### config.mk
export PLATFORM = sky130hd
export DESIGN_NAME = mem_access
export DESIGN_NICKNAME = d
export VERILOG_FILES = /design/src/rtl/riscv_pkg.sv /design/src/rtl/mem_load_align.sv /design/src/rtl/mem_access.sv
export SDC_FILE = /design/constraint.sdc
export NUM_CORES = 1
export LEC_CHECK = 0
export CAP_MARGIN = 0
export CELL_PAD_IN_SITES_DETAIL_PLACEMENT = 1
export CELL_PAD_IN_SITES_GLOBAL_PLACEMENT = 2
export CORE_ASPECT_RATIO = 0.5
export CORE_MARGIN = 5
export CORE_UTILIZATION = 24
export CTS_CLUSTER_SIZE = 30
export DETAILED_ROUTE_END_ITERATION = 12
export GPL_TIMING_DRIVEN = 0
export PLACE_DENSITY_LB_ADDON = 0.1
export SLEW_MARGIN = 10
export SYNTH_ARGS = -nofsm -noshare
export SYNTH_HDL_FRONTEND = slang
export SYNTH_SLANG_ARGS = --single-unit
### constraint.sdc
create_clock -name clk -period 3.65 [get_ports clk]
set_clock_uncertainty 0.2 [all_clocks]
set_input_delay 0.73 -clock clk [delete_from_list [all_inputs] [get_ports clk]]
set_output_delay 0.73 -clock clk [all_outputs]
set_load 0.03 [all_outputs]
### src/rtl/riscv_pkg.sv
// riscv_pkg: shared funct3 encodings for loads/stores, the memory-stage FSM
// state type and the access legality check.
package riscv_pkg;

  localparam logic [2:0] F3_B  = 3'b000;
  localparam logic [2:0] F3_H  = 3'b001;
  localparam logic [2:0] F3_W  = 3'b010;
  localparam logic [2:0] F3_BU = 3'b100;
  localparam logic [2:0] F3_HU = 3'b101;

  typedef enum logic [1:0] {
    ST_IDLE = 2'd0,
    ST_BUSY = 2'd1,
    ST_DONE = 2'd2
  } mem_state_e;

  // True when the requested access must not reach the bus: simultaneous
  // load+store, reserved encodings, unsigned variants on a store, or a
  // halfword/word that is not naturally aligned.
  function automatic logic access_fault(input logic       rd,
                                        input logic       wr,
                                        input logic [2:0] f3,
                                        input logic [1:0] off);
    logic bad;
    bad = 1'b0;
    if (rd && wr) begin
      bad = 1'b1;
    end else if (rd || wr) begin
      case (f3)
        F3_B:    bad = 1'b0;
        F3_H:    bad = off[0];
        F3_W:    bad = (off != 2'b00);
        F3_BU:   bad = wr;
        F3_HU:   bad = wr | off[0];
        default: bad = 1'b1;
      endcase
    end
    return bad;
  endfunction

endpackage

### src/rtl/mem_load_align.sv
// mem_load_align: picks the addressed byte/halfword lane out of a bus word
// and sign- or zero-extends it according to the load type.
module mem_load_align
  import riscv_pkg::*;
#(
  parameter int WORD_BITWIDTH = 32
) (
  input  logic [WORD_BITWIDTH-1:0] rdata,
  input  logic [2:0]               funct3,
  input  logic [1:0]               byte_off,
  output logic [WORD_BITWIDTH-1:0] load_data
);

  logic [7:0]  lane_b;
  logic [15:0] lane_h;

  // Lane select followed by extension; halfwords use only the upper offset bit.
  always_comb begin
    lane_b = rdata[{byte_off, 3'b000} +: 8];
    lane_h = rdata[{byte_off[1], 4'b0000} +: 16];
    case (funct3)
      F3_B:    load_data = {{(WORD_BITWIDTH-8){lane_b[7]}}, lane_b};
      F3_BU:   load_data = {{(WORD_BITWIDTH-8){1'b0}}, lane_b};
      F3_H:    load_data = {{(WORD_BITWIDTH-16){lane_h[15]}}, lane_h};
      F3_HU:   load_data = {{(WORD_BITWIDTH-16){1'b0}}, lane_h};
      default: load_data = rdata;
    endcase
  end

endmodule

### src/rtl/mem_access.sv
// mem_access: memory stage between the EX/MEM register and a valid/ready
// data bus. Legal accesses stall the pipeline until the bus completes;
// faulting accesses are flagged in the request cycle and never issued.
module mem_access
  import riscv_pkg::*;
#(
  parameter int WORD_BITWIDTH = 32
) (
  input  logic                     clk,
  input  logic                     rst,
  input  logic                     memRead,
  input  logic                     memWrite,
  input  logic [2:0]               funct3,
  input  logic [WORD_BITWIDTH-1:0] addr,
  input  logic [WORD_BITWIDTH-1:0] storeData,
  output logic [WORD_BITWIDTH-1:0] memReadData,
  output logic                     stall,
  output logic                     memFault,
  output logic                     dmem_valid,
  output logic                     dmem_we,
  output logic [WORD_BITWIDTH-1:0] dmem_addr,
  output logic [3:0]               dmem_be,
  output logic [WORD_BITWIDTH-1:0] dmem_wdata,
  input  logic                     dmem_ready,
  input  logic [WORD_BITWIDTH-1:0] dmem_rdata
);

  mem_state_e               state_q;
  logic [WORD_BITWIDTH-1:0] rdata_q;
  logic                     we_q;
  logic [3:0]               be_q;
  logic [WORD_BITWIDTH-1:0] addr_q;
  logic [WORD_BITWIDTH-1:0] wdata_q;
  logic [2:0]               funct3_q;
  logic [1:0]               off_q;

  logic                     fault_c;
  logic                     access_c;
  logic [3:0]               be_c;
  logic [WORD_BITWIDTH-1:0] wdata_c;
  logic [WORD_BITWIDTH-1:0] load_data;

  // Legality is only meaningful while a new request can be accepted.
  always_comb begin
    fault_c  = (state_q == ST_IDLE) && access_fault(memRead, memWrite, funct3, addr[1:0]);
    access_c = (state_q == ST_IDLE) && (memRead ^ memWrite) && !fault_c;
  end

  // Byte enables and lane-replicated write data; loads read the whole word.
  always_comb begin
    be_c    = 4'b1111;
    wdata_c = storeData;
    if (memWrite) begin
      case (funct3)
        F3_B: begin
          be_c    = 4'b0001 << addr[1:0];
          wdata_c = WORD_BITWIDTH'({4{storeData[7:0]}});
        end
        F3_H: begin
          be_c    = 4'b0011 << addr[1:0];
          wdata_c = WORD_BITWIDTH'({2{storeData[15:0]}});
        end
        default: ;
      endcase
    end
  end

  mem_load_align #(
    .WORD_BITWIDTH(WORD_BITWIDTH)
  ) u_load_align (
    .rdata    (dmem_rdata),
    .funct3   (funct3_q),
    .byte_off (off_q),
    .load_data(load_data)
  );

  // Access FSM: latch the request on IDLE->BUSY, hold the bus until ready,
  // present the load result for one DONE cycle, then accept the next request.
  always_ff @(posedge clk or posedge rst) begin
    if (rst) begin
      state_q  <= ST_IDLE;
      rdata_q  <= '0;
      we_q     <= 1'b0;
      be_q     <= 4'b0000;
      addr_q   <= '0;
      wdata_q  <= '0;
      funct3_q <= F3_W;
      off_q    <= 2'b00;
    end else begin
      case (state_q)
        ST_IDLE: begin
          if (access_c) begin
            state_q  <= ST_BUSY;
            we_q     <= memWrite;
            be_q     <= be_c;
            addr_q   <= {addr[WORD_BITWIDTH-1:2], 2'b00};
            wdata_q  <= wdata_c;
            funct3_q <= funct3;
            off_q    <= addr[1:0];
          end else if (fault_c) begin
            rdata_q <= '0;
          end
        end
        ST_BUSY: begin
          if (dmem_ready) begin
            state_q <= ST_DONE;
            if (!we_q) begin
              rdata_q <= load_data;
            end
          end
        end
        ST_DONE: state_q <= ST_IDLE;
        default: state_q <= ST_IDLE;
      endcase
    end
  end

  assign stall       = access_c || (state_q == ST_BUSY);
  assign memFault    = fault_c;
  assign memReadData = fault_c ? '0 : rdata_q;
  assign dmem_valid  = (state_q == ST_BUSY);
  assign dmem_we     = we_q;
  assign dmem_be     = be_q;
  assign dmem_addr   = addr_q;
  assign dmem_wdata  = wdata_q;

endmodule

==> reports/results.ini, run 1 <==
[detailed_routing]
routedWlPerCell_um=20.0
final_antenna_net_count=0
drt-total-wl_um=22200
drc_errors=0
drt_iter0_drc=170
viasPerCell=4.72
vias=5228
drt-pass1-iter-count=6

[setup_path]
critPathLaunchType=primary input
end_kind=output pin
worstSetupPathType=in -> out
cp.arrival_ns=2.63
path_max_fanout=10
cp_data_required_time_ns=2.72
r2r_setup_slack_ns=1.39

[floorplan]
die_y_um=120
initial_core_util=0.243
die_w_um=230
core_mm2=0.0239
die_area_mm2=0.0276
fp-row-count=40
ios=208

[logic_synthesis]
avgSynthCellArea_um2=10.3
yosysWarnings=0
synth_area_mm2=0.00581
ys_seq_elements=106
ys_types=45
syn-instance-count=566
synth_ff_type=dfrtp_1
ys_seq_area_frac=0.457
synthArstFlopShare=1.00
synth_enable_flop_cells=0

[layout]
final_cells=1108
layout-drive-gt1-share=0.187
final_common_cell=clkdlybuf4s50_1
n_fill_cell=2682
seq_area_mm2=0.00265
antenna-diode-count=0
mostFrequentLayoutCells=clkdlybuf4s50_1 (167), dfrtp_1 (105), nand2_1 (55), and2_1 (55), o21ai_0 (41)
multi_input_area_mm2=0.00287
synthToLayoutAreaGrowth_pct=48.9
final_core_util=0.362
fin_nets=894

[placed_design]
hpwl_um=17200
port_buffers=205
place_inst=1090
place.gp.congestion=0.748

[clock_network]
cts_sinks=106
path_clk_slew_ns=0.07
cts_hold_buf=0
clockBufferDepth=2
clk_latency_ns=0.37
clockRootBuffer=clkbuf_16
cts_max_level=3
cts_tree=yes
cts_made_buffers=9

[power]
pwr-share-clk=0.157
p_int_mw=3.54
p_leak_nw=3.66
powerDensity_mw_per_mm2=718
peakVddDrop_v=0.000281
switching_share=0.430
p_seq_frac=0.315
p_comb_frac=0.528
power.switching_mw=2.67

[sta]
slew_headroom=0.512
worst_pin_slew_ns=0.731
min_period_ns=3.56
setup_viol=0
rsz0062_at_grt=no
max_freq_mhz=281
fin_crit_sh=0.975
maxSlewViolCount=0
hold_viol=0

[outcome]
status=completed

[grt]
grt_max_degree=31
met2_usage=0.270
grt_pass1_wl_um=34600
grt_use_total=0.161
antenna_found_initial=2
busiest_layer=met2
grt-ovfl-total=0
met1_usage=0.208
grt_pass1_vias=5860
met3_usage=0.0504

[worst_hold_path]
hp-class=reg -> reg

[run]
drv_cap=0

final cells by class:
type / count / area share
clock inverter: 7 / 0.00608
tap: 315 / 0.0456
multi-input combinational: 397 / 0.332
clock buffer: 9 / 0.0260
buffer: 46 / 0.0357
timing repair buffer: 211 / 0.240
sequential: 106 / 0.307
inverter: 17 / 0.00781
registers in the layout, indices dropped and copies added, names as in the netlist:
signal and cells:
off_q 2, dmem_be 4, rdata_q 32, dmem_addr 30, state_q 2, funct3_q 3, dmem_we 1, dmem_wdata 32
synth_stat cells, drive strengths merged, types with 2 or more instances:
cell,number,area (um2)
dfrtp,105,2630
and2,56,350
nand2,55,206
mux2,51,649
o21ai,42,210
nor3,34,175
buf,25,165
o311ai,25,226
o211ai,24,180
clkbuf,22,82.6
nor2,19,71.3
inv,17,63.8
mux2i,17,170
o31ai,17,141
nor2b,10,62.6
a211oi,8,60.1
a21o,8,60.1
a221oi,8,76.3
a21oi,5,28.8
nor3b,3,22.5
ha,2,25.0
o31a,2,17.5
final timing paths:
path	cells after the start	from	to
min in group asynchronous	2	rst	rdata_q[27]
worst min-delay path	1	rdata_q[8]	rdata_q[8]
max in group asynchronous	4	rst	funct3_q[1]
worst min register to register	1	rdata_q[8]	rdata_q[8]
worst max-delay path	6	funct3[0]	memReadData[0]
worst max register to register	7	state_q[0]	rdata_q[19]
what timing repair did:
item,in CTS,in global routing
setup endpoints to repair,34,31
setup buffers,3,0
gates resized for setup,219,2
pin swaps,1,0
worst max-delay path: stages:
cell	delay, ns
clkdlybuf4s50_1	0.52
a221oi_4	0.42
o31a_1	0.30
clkbuf_8	0.21
and2_1	0.14
clkdlybuf4s15_2	0.30
per-layer routing:
metal  wire length (um)  vias to the layer above
met5                 27                        -
met4                210                        4
met3               1040                       19
met2              10900                      100
met1              10000                     2623
li1                   -                     2482
power by group through the flow:
stage	Combinational [mW]	Clock [mW]	Sequential, mW
after floorplan	1.35	0	2.51
after global placement	3.29	0	1.97
after detailed placement	3.32	0	1.98
after CTS	3.34	1.03	1.96
after global routing	3.51	1.08	2.02
final	3.28	0.976	1.96
cell families (layout without fill, tap and decap cells):
logic type,count (synthesis),after routing,share of synthesized area
compound gates,141,141,0.177
mux,69,69,0.145
fa+ha+maj,2,2,0.00431
other cells,1,2,0.000646
flops,106,106,0.457
buf+inv,64,290,0.0537
simple gates,183,183,0.163
metrics by stage:
step	power, mW	TNS, ns	hold slack [ns]	worst slack, ns	cell area [um2]
final	6.21	0	0.277	0.0915	8650
after CTS	6.33	0	0.281	0.0489	8650
after global routing	6.61	0	0.306	0.0305	8650
after global placement	5.26	-28.40	0.254	-1.02	8260
after floorplan	3.86	0	0.241	0.612	5810
after detailed placement	5.30	-28.35	0.261	-1.00	8320
Note: power is estimated with default switching activity, not from simulation.
==> run 2, diff against run 1 <==
--- a/config.mk
+++ b/config.mk
@@ -16,3 +16,3 @@
 export GPL_TIMING_DRIVEN = 0
-export PLACE_DENSITY_LB_ADDON = 0.1
+export PLACE_DENSITY = 0.8
 export SLEW_MARGIN = 10
--- a/constraint.sdc
+++ b/constraint.sdc
@@ -4,2 +4,2 @@
 set_output_delay 0.73 -clock clk [all_outputs]
-set_load 0.03 [all_outputs]
+set_load 0.1 [all_outputs]
==> run 2 against run 1 <==
  * Register-to-register slack improved by 0.03 ns
  * Final cell count rose by 0.36%
  * Largest cell class unchanged
  * Wire length rose by 0.52%
  * Die area did not move
  * Sequential power barely moved
  * Critical path type is now reg -> out
==> reports/results.ini, run 2 (synthesized netlist as in run 1, its figures left out) <==
[power]
peakVddDrop_v=0.000421
p_leak_nw=3.82
powerDensity_mw_per_mm2=966

[floorplan]
die_y_um=120
core_mm2=0.0239
fp-row-count=40
die_w_um=230
ios=208
die_area_mm2=0.0276
initial_core_util=0.243

[setup_path]
r2r_setup_slack_ns=1.42
end_kind=output pin
cp_slowest_cell=clkdlybuf4s50_1
path_max_fanout=10
cp.arrival_ns=2.61
r2r_start=off_q[1]
worstSetupPathType=reg -> out
path_cells=nand2_1 > inv_1 > buf_2 > clkdlybuf4s50_1
r2r_cells=6
cp_data_required_time_ns=2.72
crit_path_start=state_q[0]
worstSetupEndpoint=dmem_valid
r2r-end=rdata_q[28]
critPathLaunchType=register
slowest_delay_ns=1.18

[grt]
grt-ovfl-total=0
grt_use_total=0.159
grt_pass1_vias=5877
grt_pass1_wl_um=34700
grt_max_degree=36
antenna_found_initial=1

[layout]
antenna-diode-count=0
layout-drive-gt1-share=0.221
fin_nets=898
design_area_mm2=0.00906
n_fill_cell=2650
final_common_cell=clkdlybuf4s50_1
synthToLayoutAreaGrowth_pct=56.1
mostFrequentLayoutCells=clkdlybuf4s50_1 (165), dfrtp_1 (105), nand2_1 (55), o21ai_0 (41), nor3_1 (33)

[sta]
worst_slack_ns=0.112
max_freq_mhz=283
hold_viol=0
rsz0062_at_grt=no
maxSlewViolCount=0
min_period_ns=3.54
fin_crit_sh=0.969
slew_headroom=0.295
worst_pin_slew_ns=1.05
setup_viol=0

[detailed_routing]
final_antenna_net_count=0
drc_errors=0
drt-total-wl_um=22300
vias=5299
drt-pass1-iter-count=4
viasPerCell=4.77
drt_iter0_drc=323
routedWlPerCell_um=20.0

[placed_design]
placed_area_mm2=0.00832
hpwl_um=17200
place.gp.congestion=0.808
port_buffers=205
dp_slack_ns=-1.37

[clock_network]
cts_tree=yes
cts_max_level=3
cts_hold_buf=0
cts_made_buffers=9
path_clk_slew_ns=0.08
clk_latency_ns=0.36
clockRootBuffer=clkbuf_16
cts_sinks=106
clockBufferDepth=2

[run]
drv_cap=0

[outcome]
status=completed

[worst_hold_path]
hp-class=reg -> reg

[run 2: changes by cell type in the layout (fill, tap and decap cells not counted), moves of 2 or more]
cell and change:
dlymetal6s2s_1 +2, buf_2 -7, buf_12 +27, buf_4 -6
buf_6 -7, clkdlybuf4s15_2 -4, clkdlybuf4s50_1 -2, and2_4 +26
and2_1 -26
[run 2: critical path, delay by kind of cell, from the launching register on]
family	cells	cell delay [ns]
and+or+nand+nor	1	0.16
buffers and inverters	3	1.59
DFF	1	0.50
[run 2: area by class of cell]
class,count,area [um2],share of cell area
sequential,106,2650,0.293
timing repair buffer,214,2430,0.268
clock inverter,5,37.5,0.00414
multi-input combinational,397,2930,0.323
clock buffer,11,243,0.0268
buffer,47,308,0.0340
tap,315,394,0.0435
inverter,17,67.6,0.00745
[run 2: timing repair]
| item | in CTS | in global routing |
|---|---|---|
| buffers inserted | 6 | 0 |
| endpoints found under the setup margin | 34 | 34 |
| pin swaps | 3 | 3 |
| gates resized for setup | 337 | 6 |
[run 2: through the flow]
stage	power, mW	instances	utilization	hold slack [ns]	TNS [ns]
floorplan	6.03	567	-	0.241	0
global placement	7.40	1087	0.345	0.259	-40.38
detailed placement	7.49	1090	0.348	0.260	-42.33
CTS	8.83	1112	0.379	0.283	0
global route	9.10	1112	0.379	0.310	0
finish	8.76	1112	0.379	0.283	0
[run 2: routing by layer]
| layer | part of all wire | up-vias | global-route usage |
|---|---|---|---|
| met5 | 0.00031 | - | 0 |
| met4 | 0.015 | 2 | 0.0366 |
| met3 | 0.034 | 24 | 0.0322 |
| met2 | 0.51 | 107 | 0.285 |
| met1 | 0.44 | 2685 | 0.199 |
| li1 | - | 2481 | - |
[run 2: worst min path at each step]
| stage | startpoint | endpoint | slack (ns) | cells after the start |
|---|---|---|---|---|
| global route | rdata_q[8] | rdata_q[8] | 0.31 | 1 |
| floorplan | rdata_q[10] | rdata_q[10] | 0.24 | 1 |
| finish | rdata_q[13] | rdata_q[13] | 0.28 | 1 |
| global placement | rdata_q[9] | rdata_q[9] | 0.26 | 1 |
| detailed placement | rdata_q[13] | rdata_q[13] | 0.26 | 1 |
| CTS | rdata_q[13] | rdata_q[13] | 0.28 | 1 |
[run 2: power by group]
| part | internal [mW] | switching, mW | total, mW |
|---|---|---|---|
| combinational | 1.68 | 4.13 | 5.81 |
| clock | 0.486 | 0.483 | 0.969 |
| sequential | 1.65 | 0.322 | 1.98 |
==> run 3, diff against run 2 <==
- CORE_UTILIZATION: 24 -> 29
- CTS_CLUSTER_SIZE: 30 -> 40
- PLACE_DENSITY: 0.8 -> 0.89
- RECOVER_POWER: default -> 25
- clock period: 3.65 -> 4.1 ns (I/O delays scaled with it)
==> run 3 against run 2 <==
  * Critical path depth grew 5
  * Sequential power is 12% lower
  * Hold slack got worse by 0.010 ns
  * Global-route usage increased by 2.8 points
  * Count of clock-buffer cells in the layout down 1
  * Non-clock buffer count down 6
  * Via count down 0.57%
  * Final area fell by 6.3%
  * First-iteration DRC count decreased by 52%
  * Register-to-register slack improved by 0.35 ns
  * Highest routed layer is now met4
==> reports/results.ini, run 3 (synthesized netlist as in run 1, its figures left out) <==
[outcome]
status=completed

[floorplan]
fp-row-count=36
initial_core_util=0.297
core_mm2=0.0195
die_y_um=110
die_area_mm2=0.0231
ios=208
die_w_um=210

[layout]
synthToLayoutAreaGrowth_pct=46.3
layout-drive-gt1-share=0.176
final_cells=1057
mostFrequentLayoutCells=clkdlybuf4s50_1 (168), dfrtp_1 (105), and2_1 (56), nand2_1 (55), o21ai_0 (41)
final_common_cell=clkdlybuf4s50_1
antenna-diode-count=0
fin_nets=892

[setup_path]
end_kind=output pin
cp.arrival_ns=3.03
path_max_fanout=10
path_buf_inv=5
path_delay_family=buffers and inverters
slowest_delay_ns=0.49
path_depth=9
cp_data_required_time_ns=3.08
path_cells=clkdlybuf4s50_1 > inv_1 > ha_1 > or3_1 > o31a_1 > buf_4 > clkbuf_4 > and2_1 > buf_6
cp_slowest_cell=clkdlybuf4s50_1
critPathLaunchType=primary input
r2r_cells=6
worstSetupPathType=in -> out

[detailed_routing]
drt_iter0_drc=155
viasPerCell=4.98
drt-pass1-iter-count=4
drt-total-wl_um=21900
drc_errors=0
routedWlPerCell_um=20.7
vias=5269
final_antenna_net_count=0

[sta]
slew_headroom=0.184
setup_viol=0
hold_viol=0
tns_ns=0
fin_crit_sh=0.988
maxSlewViolCount=0
min_period_ns=4.05
worst_pin_slew_ns=1.22
max_freq_mhz=247

[clock_network]
clk_latency_ns=0.35
clockBufferDepth=2
clockRootBuffer=clkbuf_16
cts_made_buffers=9
cts_sinks=106
path_clk_slew_ns=0.07
cts_tree=yes
cts_max_level=3

[grt]
grt_max_degree=86
grt-ovfl-total=0
grt_use_total=0.188
grt_pass1_vias=5912
grt_pass1_wl_um=34100
antenna_found_initial=0

[worst_hold_path]
hp-class=reg -> reg
hold_path_depth=1

[placed_design]
port_buffers=205
place.gp.congestion=0.807
hpwl_um=16400
place_inst=1039

[run]
drv_cap=0

[power]
p_leak_nw=3.63
powerDensity_mw_per_mm2=884
peakVddDrop_v=0.000458

run 3: cell count changes in the layout (fill, tap and decap cells not counted), moves of 2 or more:
cell             before  now
buf_12               30    0
and2_4               27    0
dlygate4sd2_1         3    1
and2_1               29   56
clkbuf_16            11    9
clkdlybuf4s50_1     165  168
clkinvlp_4            3    1
buf_6                10   19
buf_4                11   26
run 3: metal layers:
metal	global-route usage	up-vias	wire [um]	share of wire
met4	0.0591	0	510	0.023
met1	0.232	2639	9510	0.43
li1	-	2477	-	-
met2	0.335	120	11000	0.50
met3	0.0379	33	867	0.040
met5	0	-	0	0
run 3: area by class of cell:
class                   instances  area, um2
fillers                      2212      11100
multi-input cells             397       2860
flip-flops and latches        106       2650
repair buffers                208       2040
well taps                     266        333
plain buffers                  47        253
clock buffers                  10        239
inverters                      17       65.1
clock inverters                 6       50.0
run 3: path summary, 6_finish.rpt:
kind | start | to | slack [ns]
max in group asynchronous | rst | rdata_q[12] | 0.99
worst min-delay path | rdata_q[10] | rdata_q[10] | 0.27
min in group asynchronous | rst | rdata_q[2] | 0.93
worst min register to register | rdata_q[10] | rdata_q[10] | 0.27
worst max register to register | state_q[0] | rdata_q[5] | 1.77
worst max-delay path | memRead | memReadData[9] | 0.05
run 3: timing repair:
| item | 4_1_cts | 5_1_grt |
|---|---|---|
| gates resized for setup | 209 | 18 |
| setup endpoints to repair | 34 | 32 |
| hold buffers | 0 | 0 |
| pin swaps | 0 | 2 |
| buffers inserted | 0 | 2 |
run 3: where the power goes:
group / leakage (nW) / switching, mW / internal, mW / total [mW]
sequential: 1.31 / 0.277 / 1.47 / 1.75
clock: 0.141 / 0.440 / 0.438 / 0.878
combinational: 2.18 / 3.63 / 1.25 / 4.88
total: 3.63 / 4.35 / 3.16 / 7.51
run 3: metrics by stage:
step,hold WS (ns),power (mW),worst slack (ns),util,cell area (um2)
CTS,0.276,7.53,0.0169,0.432,8440
global placement,0.257,6.57,-1.59,0.419,8200
finish,0.273,7.51,0.0501,0.434,8490
global route,0.297,7.80,-0.0176,0.434,8490
floorplan,0.241,5.37,0.293,-,5810
detailed placement,0.258,6.65,-1.12,0.421,8230
